<file path="src/rtl/uart_rx.sv">
// UART receiver: oversampled serial-to-parallel converter with optional
// parity and stop-bit checking. Frame settings (PRESCALE, PAR_ENABLE,
// PAR_TYPE) are captured at start detection and held for the whole frame.
// Optional build macro UART_RX_MAJORITY_EN: each bit is the 2-of-3 majority
// of samples around mid-bit instead of a single mid-bit sample.
module uart_rx #(
   parameter int unsigned DATA_WIDTH  = 8,
   parameter int unsigned PRESC_WIDTH = 6
) (
   input  logic                   CLK,
   input  logic                   RST,
   input  logic                   RX_IN,
   input  logic [PRESC_WIDTH-1:0] PRESCALE,
   input  logic                   PAR_ENABLE,
   input  logic                   PAR_TYPE,
   output logic [DATA_WIDTH-1:0]  P_DATA,
   output logic                   DATA_VALID,
   output logic                   PAR_ERR,
   output logic                   STP_ERR
);

   localparam int unsigned BW = (DATA_WIDTH > 1) ? $clog2(DATA_WIDTH) : 1;
   localparam logic [PRESC_WIDTH-1:0] PRESC_MIN = PRESC_WIDTH'(8);
   localparam logic [PRESC_WIDTH-1:0] ONE       = PRESC_WIDTH'(1);
   localparam logic [BW-1:0]          LAST_BIT  = BW'(DATA_WIDTH - 1);

   typedef enum logic [2:0] {StIdle, StStart, StData, StParity, StStop} state_e;

   state_e                  state_q, state_d;
   logic [PRESC_WIDTH-1:0]  edge_cnt_q, edge_cnt_d;
   logic [BW-1:0]           bit_cnt_q, bit_cnt_d;
   logic [PRESC_WIDTH-1:0]  presc_q, presc_d;
   logic                    par_en_q, par_en_d;
   logic                    par_type_q, par_type_d;
   logic [DATA_WIDTH-1:0]   shift_q, shift_d;
   logic [DATA_WIDTH-1:0]   p_data_q, p_data_d;
   logic                    err_q, err_d;
   logic                    dv_q, dv_d;
   logic                    pe_q, pe_d;
   logic                    se_q, se_d;
   logic [PRESC_WIDTH-1:0]  half;
   logic                    bit_end;
   logic                    bit_val;

`ifdef UART_RX_MAJORITY_EN
   logic [2:0] samp_q, samp_d;
   assign bit_val = (samp_q[0] & samp_q[1]) | (samp_q[0] & samp_q[2]) |
                    (samp_q[1] & samp_q[2]);
`else
   logic samp_q, samp_d;
   assign bit_val = samp_q;
`endif

   assign half    = presc_q >> 1;
   assign bit_end = (edge_cnt_q == presc_q - ONE);

   assign P_DATA     = p_data_q;
   assign DATA_VALID = dv_q;
   assign PAR_ERR    = pe_q;
   assign STP_ERR    = se_q;

   // State register
   always_ff @(posedge CLK or negedge RST) begin
      if (!RST) state_q <= StIdle;
      else      state_q <= state_d;
   end

   // Next-state logic: advance on bit ends, abort on false start
   always_comb begin
      state_d = state_q;
      unique case (state_q)
         StIdle:   if (!RX_IN) state_d = StStart;
         StStart:  if (bit_end) state_d = bit_val ? StIdle : StData;
         StData:   if (bit_end && (bit_cnt_q == LAST_BIT)) state_d = par_en_q ? StParity : StStop;
         StParity: if (bit_end) state_d = StStop;
         StStop:   if (bit_end) state_d = StIdle;
         default:  state_d = StIdle;
      endcase
   end

   // Datapath and registered output pulses
   always_comb begin
      edge_cnt_d = edge_cnt_q;
      bit_cnt_d  = bit_cnt_q;
      presc_d    = presc_q;
      par_en_d   = par_en_q;
      par_type_d = par_type_q;
      shift_d    = shift_q;
      p_data_d   = p_data_q;
      err_d      = err_q;
      samp_d     = samp_q;
      dv_d       = 1'b0;
      pe_d       = 1'b0;
      se_d       = 1'b0;
      if (state_q == StIdle) begin
         edge_cnt_d = '0;
         bit_cnt_d  = '0;
         err_d      = 1'b0;
         if (!RX_IN) begin
            presc_d    = (PRESCALE < PRESC_MIN) ? PRESC_MIN : PRESCALE;
            par_en_d   = PAR_ENABLE;
            par_type_d = PAR_TYPE;
         end
      end else begin
         edge_cnt_d = bit_end ? '0 : edge_cnt_q + ONE;
`ifdef UART_RX_MAJORITY_EN
         if (edge_cnt_q == half - ONE) samp_d[0] = RX_IN;
         if (edge_cnt_q == half)       samp_d[1] = RX_IN;
         if (edge_cnt_q == half + ONE) samp_d[2] = RX_IN;
`else
         if (edge_cnt_q == half) samp_d = RX_IN;
`endif
         if (bit_end) begin
            unique case (state_q)
               StData: begin
                  shift_d[bit_cnt_q] = bit_val;
                  bit_cnt_d          = bit_cnt_q + BW'(1);
               end
               StParity: begin
                  if (bit_val != ((^shift_q) ^ par_type_q)) begin
                     pe_d  = 1'b1;
                     err_d = 1'b1;
                  end
               end
               StStop: begin
                  if (!bit_val) begin
                     se_d = 1'b1;
                  end else if (!err_q) begin
                     dv_d     = 1'b1;
                     p_data_d = shift_q;
                  end
               end
               default: ;
            endcase
         end
      end
   end

   // Datapath registers
   always_ff @(posedge CLK or negedge RST) begin
      if (!RST) begin
         edge_cnt_q <= '0;
         bit_cnt_q  <= '0;
         presc_q    <= PRESC_MIN;
         par_en_q   <= 1'b0;
         par_type_q <= 1'b0;
         shift_q    <= '0;
         p_data_q   <= '0;
         err_q      <= 1'b0;
         samp_q     <= '0;
         dv_q       <= 1'b0;
         pe_q       <= 1'b0;
         se_q       <= 1'b0;
      end else begin
         edge_cnt_q <= edge_cnt_d;
         bit_cnt_q  <= bit_cnt_d;
         presc_q    <= presc_d;
         par_en_q   <= par_en_d;
         par_type_q <= par_type_d;
         shift_q    <= shift_d;
         p_data_q   <= p_data_d;
         err_q      <= err_d;
         samp_q     <= samp_d;
         dv_q       <= dv_d;
         pe_q       <= pe_d;
         se_q       <= se_d;
      end
   end

endmodule

</file>
<file path="config.mk">
export PLATFORM = sky130hd
export DESIGN_NAME = uart_rx
export DESIGN_NICKNAME = d
export VERILOG_FILES = /design/src/rtl/uart_rx.sv
export SDC_FILE = /design/constraint.sdc
export NUM_CORES = 1
export LEC_CHECK = 0
export CORE_MARGIN = 3
export CORE_UTILIZATION = 40
export CTS_CLUSTER_DIAMETER = 80
export DETAILED_ROUTE_END_ITERATION = 16
export GPL_TIMING_DRIVEN = 0
export PLACE_DENSITY = 0.69
export SYNTH_ARGS = -nofsm -noshare
export SYNTH_HDL_FRONTEND = slang
export SYNTH_SLANG_ARGS = --single-unit
</file>
<file path="constraint.sdc">
create_clock -name CLK -period 2.8 [get_ports CLK]
set_input_delay 0.42 -clock CLK [delete_from_list [all_inputs] [get_ports CLK]]
set_output_delay 0.42 -clock CLK [all_outputs]
set_load 0.01 [all_outputs]
</file>
; Word level (Yosys, flattened, before mapping)
; Index checks and enable logic that the tools add are counted.
[word_totals]
ff_bits = 41
inputBits = 11
elab_cells = 85
out_inout_bits = 11
[op_classes]
n_eq_ne = 13
n_reduce_logical = 15
bitwise_logic = 4
addsub = 3
n_lt_le_gt_ge = 3
n_mux = 34
[ops]
columns = op, count
row1 = 3-bit two-way mux, 9
row2 = 1-bit two-way mux, 18
row3 = 6-bit two-way mux, 3
row4 = 3-bit one-hot mux with 5 select lines, 1
row5 = 2-bit inequality test (second input constant), 5
row6 = 5-bit AND reduction, 2
row7 = 8-bit bitwise mux, 1
row8 = 2-bit nonzero test, 4
row9 = 8-bit parity, 1
row10 = 6-bit by 1-bit adder with 6-bit output (second input constant), 1
row11 = 3-bit by 2-bit equality test with 1-bit output (second input constant), 2
row12 = 3-bit equality test (second input constant), 2
row13 = 6-bit by 5-bit equality test with 1-bit output, 1
row14 = 6-bit equality test, 1
row15 = 6-bit by 4-bit less-than comparator with 1-bit output (second input constant), 1
row16 = 2-bit AND reduction, 3
row17 = 3-bit AND reduction, 2
row18 = 6-bit by 1-bit subtractor with 6-bit output (second input constant), 1
row19 = 3-bit by 4-bit less-than comparator with 1-bit output (second input constant), 1
row20 = 3-bit by 1-bit adder with 3-bit output (second input constant), 1
row21 = 1-bit demux with 3-bit select, 1
row22 = 3-bit by 1-bit equality test with 1-bit output (second input constant), 1
row23 = 3-bit by 1-bit >= comparator with 1-bit output (second input constant), 1
row24 = 3-bit logical NOT, 1
row25 = 5 further kinds, 8

; Logic depth before layout (Yosys ltp)
[depth]
ltp_word = 7
depth_mapped = 8
mapped_depth_nobuf = 7

; Worst setup path after synthesis
; No wires, ideal clock.
[synth_path]
path_type = flip-flop to flip-flop
from = reg presc_q[3]
to = reg p_data_q[0] (netlist: P_DATA[0])
required_ns = 2.675
path_buffers = 2
arrival_time_ns = 2.133
path_stages_with_launch = 8
period_less_slack_ns = 2.258
path_slack_ns = 0.542
setup_time_ns = 0.125
path_cell_list = dfstp_2 > buf_2 > xor2_1 > xnor2_2 > o211ai_2 > or4_1 > buf_6 > mux2_4
[synth_via]
elab_chain_len = 3
[synth_lines]
columns = element, line_no
row1 = from (decl), 32  ; logic [PRESC_WIDTH-1:0] presc_q, presc_d;
row2 = from (signal assigned), 157  ; presc_q <= presc_d;
row3 = 6-bit by 1-bit subtractor with 6-bit output, 55  ; assign bit_end = (edge_cnt_q == presc_q - ONE);
row4 = 6-bit equality test, 55
row5 = 5-bit AND reduction (no source line), -
row6 = to (signal assigned), 161  ; p_data_q <= p_data_d;
row7 = to (decl), 36  ; logic [DATA_WIDTH-1:0] p_data_q, p_data_d;
; No other way between the ends.
; A chain may end at the register's enable or synchronous reset.

; Final worst setup path
[layout_path]
from = reg presc_q[1]
to = reg p_data_q[1] (netlist: P_DATA[1])
; The elaborated chain is that of the path after synthesis.

==> results.json <==
{
  "status": "finished with violations",
  "failed_checks": "hold timing",
  "place_area_sq_mm": 0.002532,
  "critPathLaunchType": "flop",
  "final_util_pct": 50.91,
  "syn_avg_cell_area_sq_um": 10.93,
  "cts_tree": "done",
  "drive_above_1_share_pct": 17.17,
  "maxSlewHeadroom_pct": 65.77,
  "die_area_sq_mm": 0.006479,
  "hp-class": "in2async",
  "ff2ff_setup_slack_ns": 0.36,
  "pwr-share-clk_pct": 22.2,
  "overflow": 0,
  "pwr-share-comb_pct": 43.2,
  "reg2reg_from": "presc_q[1]",
  "grt_pass1_wl_um": 7541,
  "initial_core_util_pct": 42.38,
  "synth_compound_area_share_pct": 7.948,
  "netlist_area_sq_mm": 0.002220,
  "coreArea_sq_mm": 0.005238,
  "gp_congestion": 0.8434,
  "rsz0062_at_grt": "false",
  "syn_to_final_growth_pct": 20.12,
  "ys_ff_latch": 41,
  "async_flop_share_pct": 100.0,
  "fin_skew_ns": 0.007977,
  "worst-path-buf-inv": 2,
  "reg2reg_depth": 8,
  "drc": 0,
  "crit_fanout": 8,
  "path_common_cell": "o31ai_1",
  "cts_buffer_depth": 2,
  "grt_max_degree": 30,
  "critPathMaxStageDelay_ns": 0.56,
  "numCtsBuffers": 5,
  "r2r_end": "P_DATA[1]",
  "cts-root-buf": "clkbuf_8",
  "synth_cell_type_count": 44,
  "synth_top_family_by_area": "simple AND/OR/NAND/NOR gates",
  "synth_ff_type": "dfrtp_1",
  "worstSetupEndpointType": "flop",
  "synth_top_area_share_pct": 45.10,
  "sw_frac_of_total_pct": 38.62,
  "fmax_mhz": 409.2,
  "grt_usage_pct": 15.20,
  "fin_area_sq_mm": 0.002666,
  "ant_nets": 0,
  "antenna-diode-count": 0,
  "ys_warn_count": 0,
  "required_ns": 2.98,
  "nets": 247,
  "synthSimpleGateAreaFrac_pct": 17.64,
  "die_w_um": 80.49,
  "clk_latency_ns": 0.30,
  "clk_pin_slew_worst_paths_ns": 0.08,
  "cellPowerDensity_mw_per_mm2": 953.3,
  "yosysTopAreaCell": "dfrtp_1",
  "maxSlewViolCount": 0,
  "numClockSinks": 41,
  "switchingPower_mw": 0.9816,
  "cp.arrival_ns": 2.63,
  "yosysSeqAreaShare_pct": 46.28,
  "tns_ns": 0,
  "synth_nets": 218,
  "cts-resized-gates": 0,
  "synthMuxAreaShare_pct": 11.95,
  "viasPerCell": 5.139,
  "p_int_mw": 1.560,
  "synth_enable_flop_cells": 0,
  "num_io_pins": 22,
  "num_rows": 26,
  "post_cts_buffers": 0,
  "hold_buffers": 0,
  "h-tree-depth": 2,
  "dr.first_iter.drc_count": 51,
  "die_height_um": 80.49,
  "synth_adder_area_share_pct": 2.255,
  "drtPass1Iterations": 4,
  "wl_um": 4304,
  "hold_violations": 5,
  "dp_hpwl_um": 3222,
  "crit_slowest_cell": "or4_1",
  "grt_pass1_vias": 1546,
  "ir_drop_uv": 332.3,
  "p_leak_nw": 1.195,
  "finalSetupViolCount": 0,
  "max-cap-violations": 0,
  "antenna_found_initial": 0,
  "path_class": "reg2reg",
  "crit_family": "simple AND/OR/NAND/NOR gates",
  "fin_crit_ns": 2.444,
  "synth_area_leaders": "dfrtp_1 (45%), mux2_2 (6.1%), xnor2_1 (5.9%)",
  "pwr-share-seq_pct": 34.6,
  "vias": 1557,
  "tightest_slew_ns": 0.5124,
  "crit_chain": "inv_1 -> ha_1 -> nand2_1 -> o31ai_1 -> o31ai_1 -> or4_1 -> buf_6 -> mux2_4",
  "holdWs_ns": -0.002898,
  "synth_xor_area_share_pct": 10.20,
  "post_drt_wl_per_cell_um": 14.20,
  "io_buffer_count": 21,
  "synth_cells": 203,
  "period_share_pct": 87.28
}
[worst reg2reg max path, stage by stage (launching register included)]
cell and delay [ns]:
dfrtp_1 0.45, inv_1 0.11, ha_1 0.21, nand2_1 0.07, o31ai_1 0.28, o31ai_1 0.19, or4_1 0.56, buf_6 0.17
mux2_4 0.30
[placed cells by master, fill, tap and decap left out, drive strengths merged, types with 2 or more instances in the layout]
| cell | n |
|---|---|
| dfrtp | 40 |
| clkdlybuf4s50 | 20 |
| mux2 | 20 |
| xnor2 | 16 |
| nor2 | 14 |
| clkbuf | 11 |
| xor2 | 9 |
| nand2 | 9 |
| nor3 | 9 |
| nand4 | 9 |
| buf | 8 |
| nand3 | 7 |
| o21ai | 6 |
| inv | 5 |
| a21oi | 5 |
| and3 | 5 |
| ha | 4 |
| or3 | 3 |
| nor2b | 3 |
| a221o | 3 |
| nand2b | 2 |
| o31ai | 2 |
| nor3b | 2 |
| bufinv | 2 |
| nor4 | 2 |
| o211ai | 2 |
[how the worst max path moves through the flow]
stage / startpoint / cells past startpoint / slack [ns] / endpoint
after floorplan: presc_q[3] / 7 / 0.54 / P_DATA[0]
after global placement: RST / 1 / 0.22 / presc_q[5]
after detailed placement: presc_q[1] / 8 / 0.38 / P_DATA[4]
after CTS: presc_q[1] / 8 / 0.36 / P_DATA[1]
after global routing: presc_q[0] / 8 / 0.20 / bit_cnt_q[1]
final: presc_q[1] / 8 / 0.36 / P_DATA[1]
[routing by layer]
layer  routed length (um)  global-route usage [%]  vias up  part of all wire [%]
li1                     -                       -      782                     -
met1                 2088                   20.06      741                    49
met2                 1960                   23.92       26                    46
met3                  156                   3.812        8                   3.6
met4                   98                   5.743        0                   2.3
met5                    0                       0        -                     0
[registers in the layout, indices dropped and copies added (netlist names)]
signal,count
PAR_ERR,1
state_q,3
edge_cnt_q,6
presc_q,6
par_en_q,1
DATA_VALID,1
P_DATA,8
bit_cnt_q,3
bit_val,1
shift_q,8
err_q,1
STP_ERR,1
par_type_q,1
[area by class of cell]
class	count	area, sq um
Buffer	12	63.81
Fill cell	449	2571
Tap cell	70	87.58
Clock inverter	3	65.06
Clock buffer	5	68.82
Sequential cell	41	1027
Inverter	5	18.77
Multi-Input combinational cell	145	1110
Timing Repair Buffer	22	225.2
[power groups by stage]
stage	sequential, mW	clock (mW)	combinational (mW)
final	0.879	0.564	1.10
after global routing	0.896	0.600	1.25
after CTS	0.877	0.578	1.11
after detailed placement	0.889	0	1.10
after global placement	0.886	0	1.08
after floorplan	0.853	0	0.886
[metrics by stage]
stage	setup WS (ns)	total power, mW	instances	hold WS (ns)
2_1_floorplan	0.5416	1.739	203	0.1244
3_3_place_gp	0.2244	1.966	294	0.4913
3_5_place_dp	0.3763	1.990	295	0.3306
4_1_cts	0.3561	2.565	303	0.0002353
5_1_grt	0.2001	2.750	303	0.005527
6_report	0.3563	2.542	303	-0.002898
[cells in the mapped netlist (4+ instances only)]
| cell | number |
|---|---|
| ha_1 | 4 |
| xnor2_1 | 15 |
| inv_1 | 5 |
| nor2_1 | 14 |
| and3_1 | 5 |
| clkbuf_1 | 6 |
| xor2_1 | 9 |
| mux2_4 | 8 |
| nand3_1 | 7 |
| a21oi_1 | 5 |
| o21ai_0 | 6 |
| nand2_1 | 9 |
| dfrtp_1 | 40 |
| nand4_1 | 9 |
| nor3_1 | 9 |
| mux2_2 | 12 |
[cell families (layout without fill, tap and decap cells)]
logic type | Yosys count | count (layout)
AOI/OAI and AO/OA | 24 | 24
xor gates and xnor gates | 25 | 25
adders and majority gates | 4 | 4
buffers and inverters | 17 | 47
DFF | 41 | 41
muxes | 21 | 21
and+or+nand+nor | 71 | 71
Power figures use the tool's default switching activity.
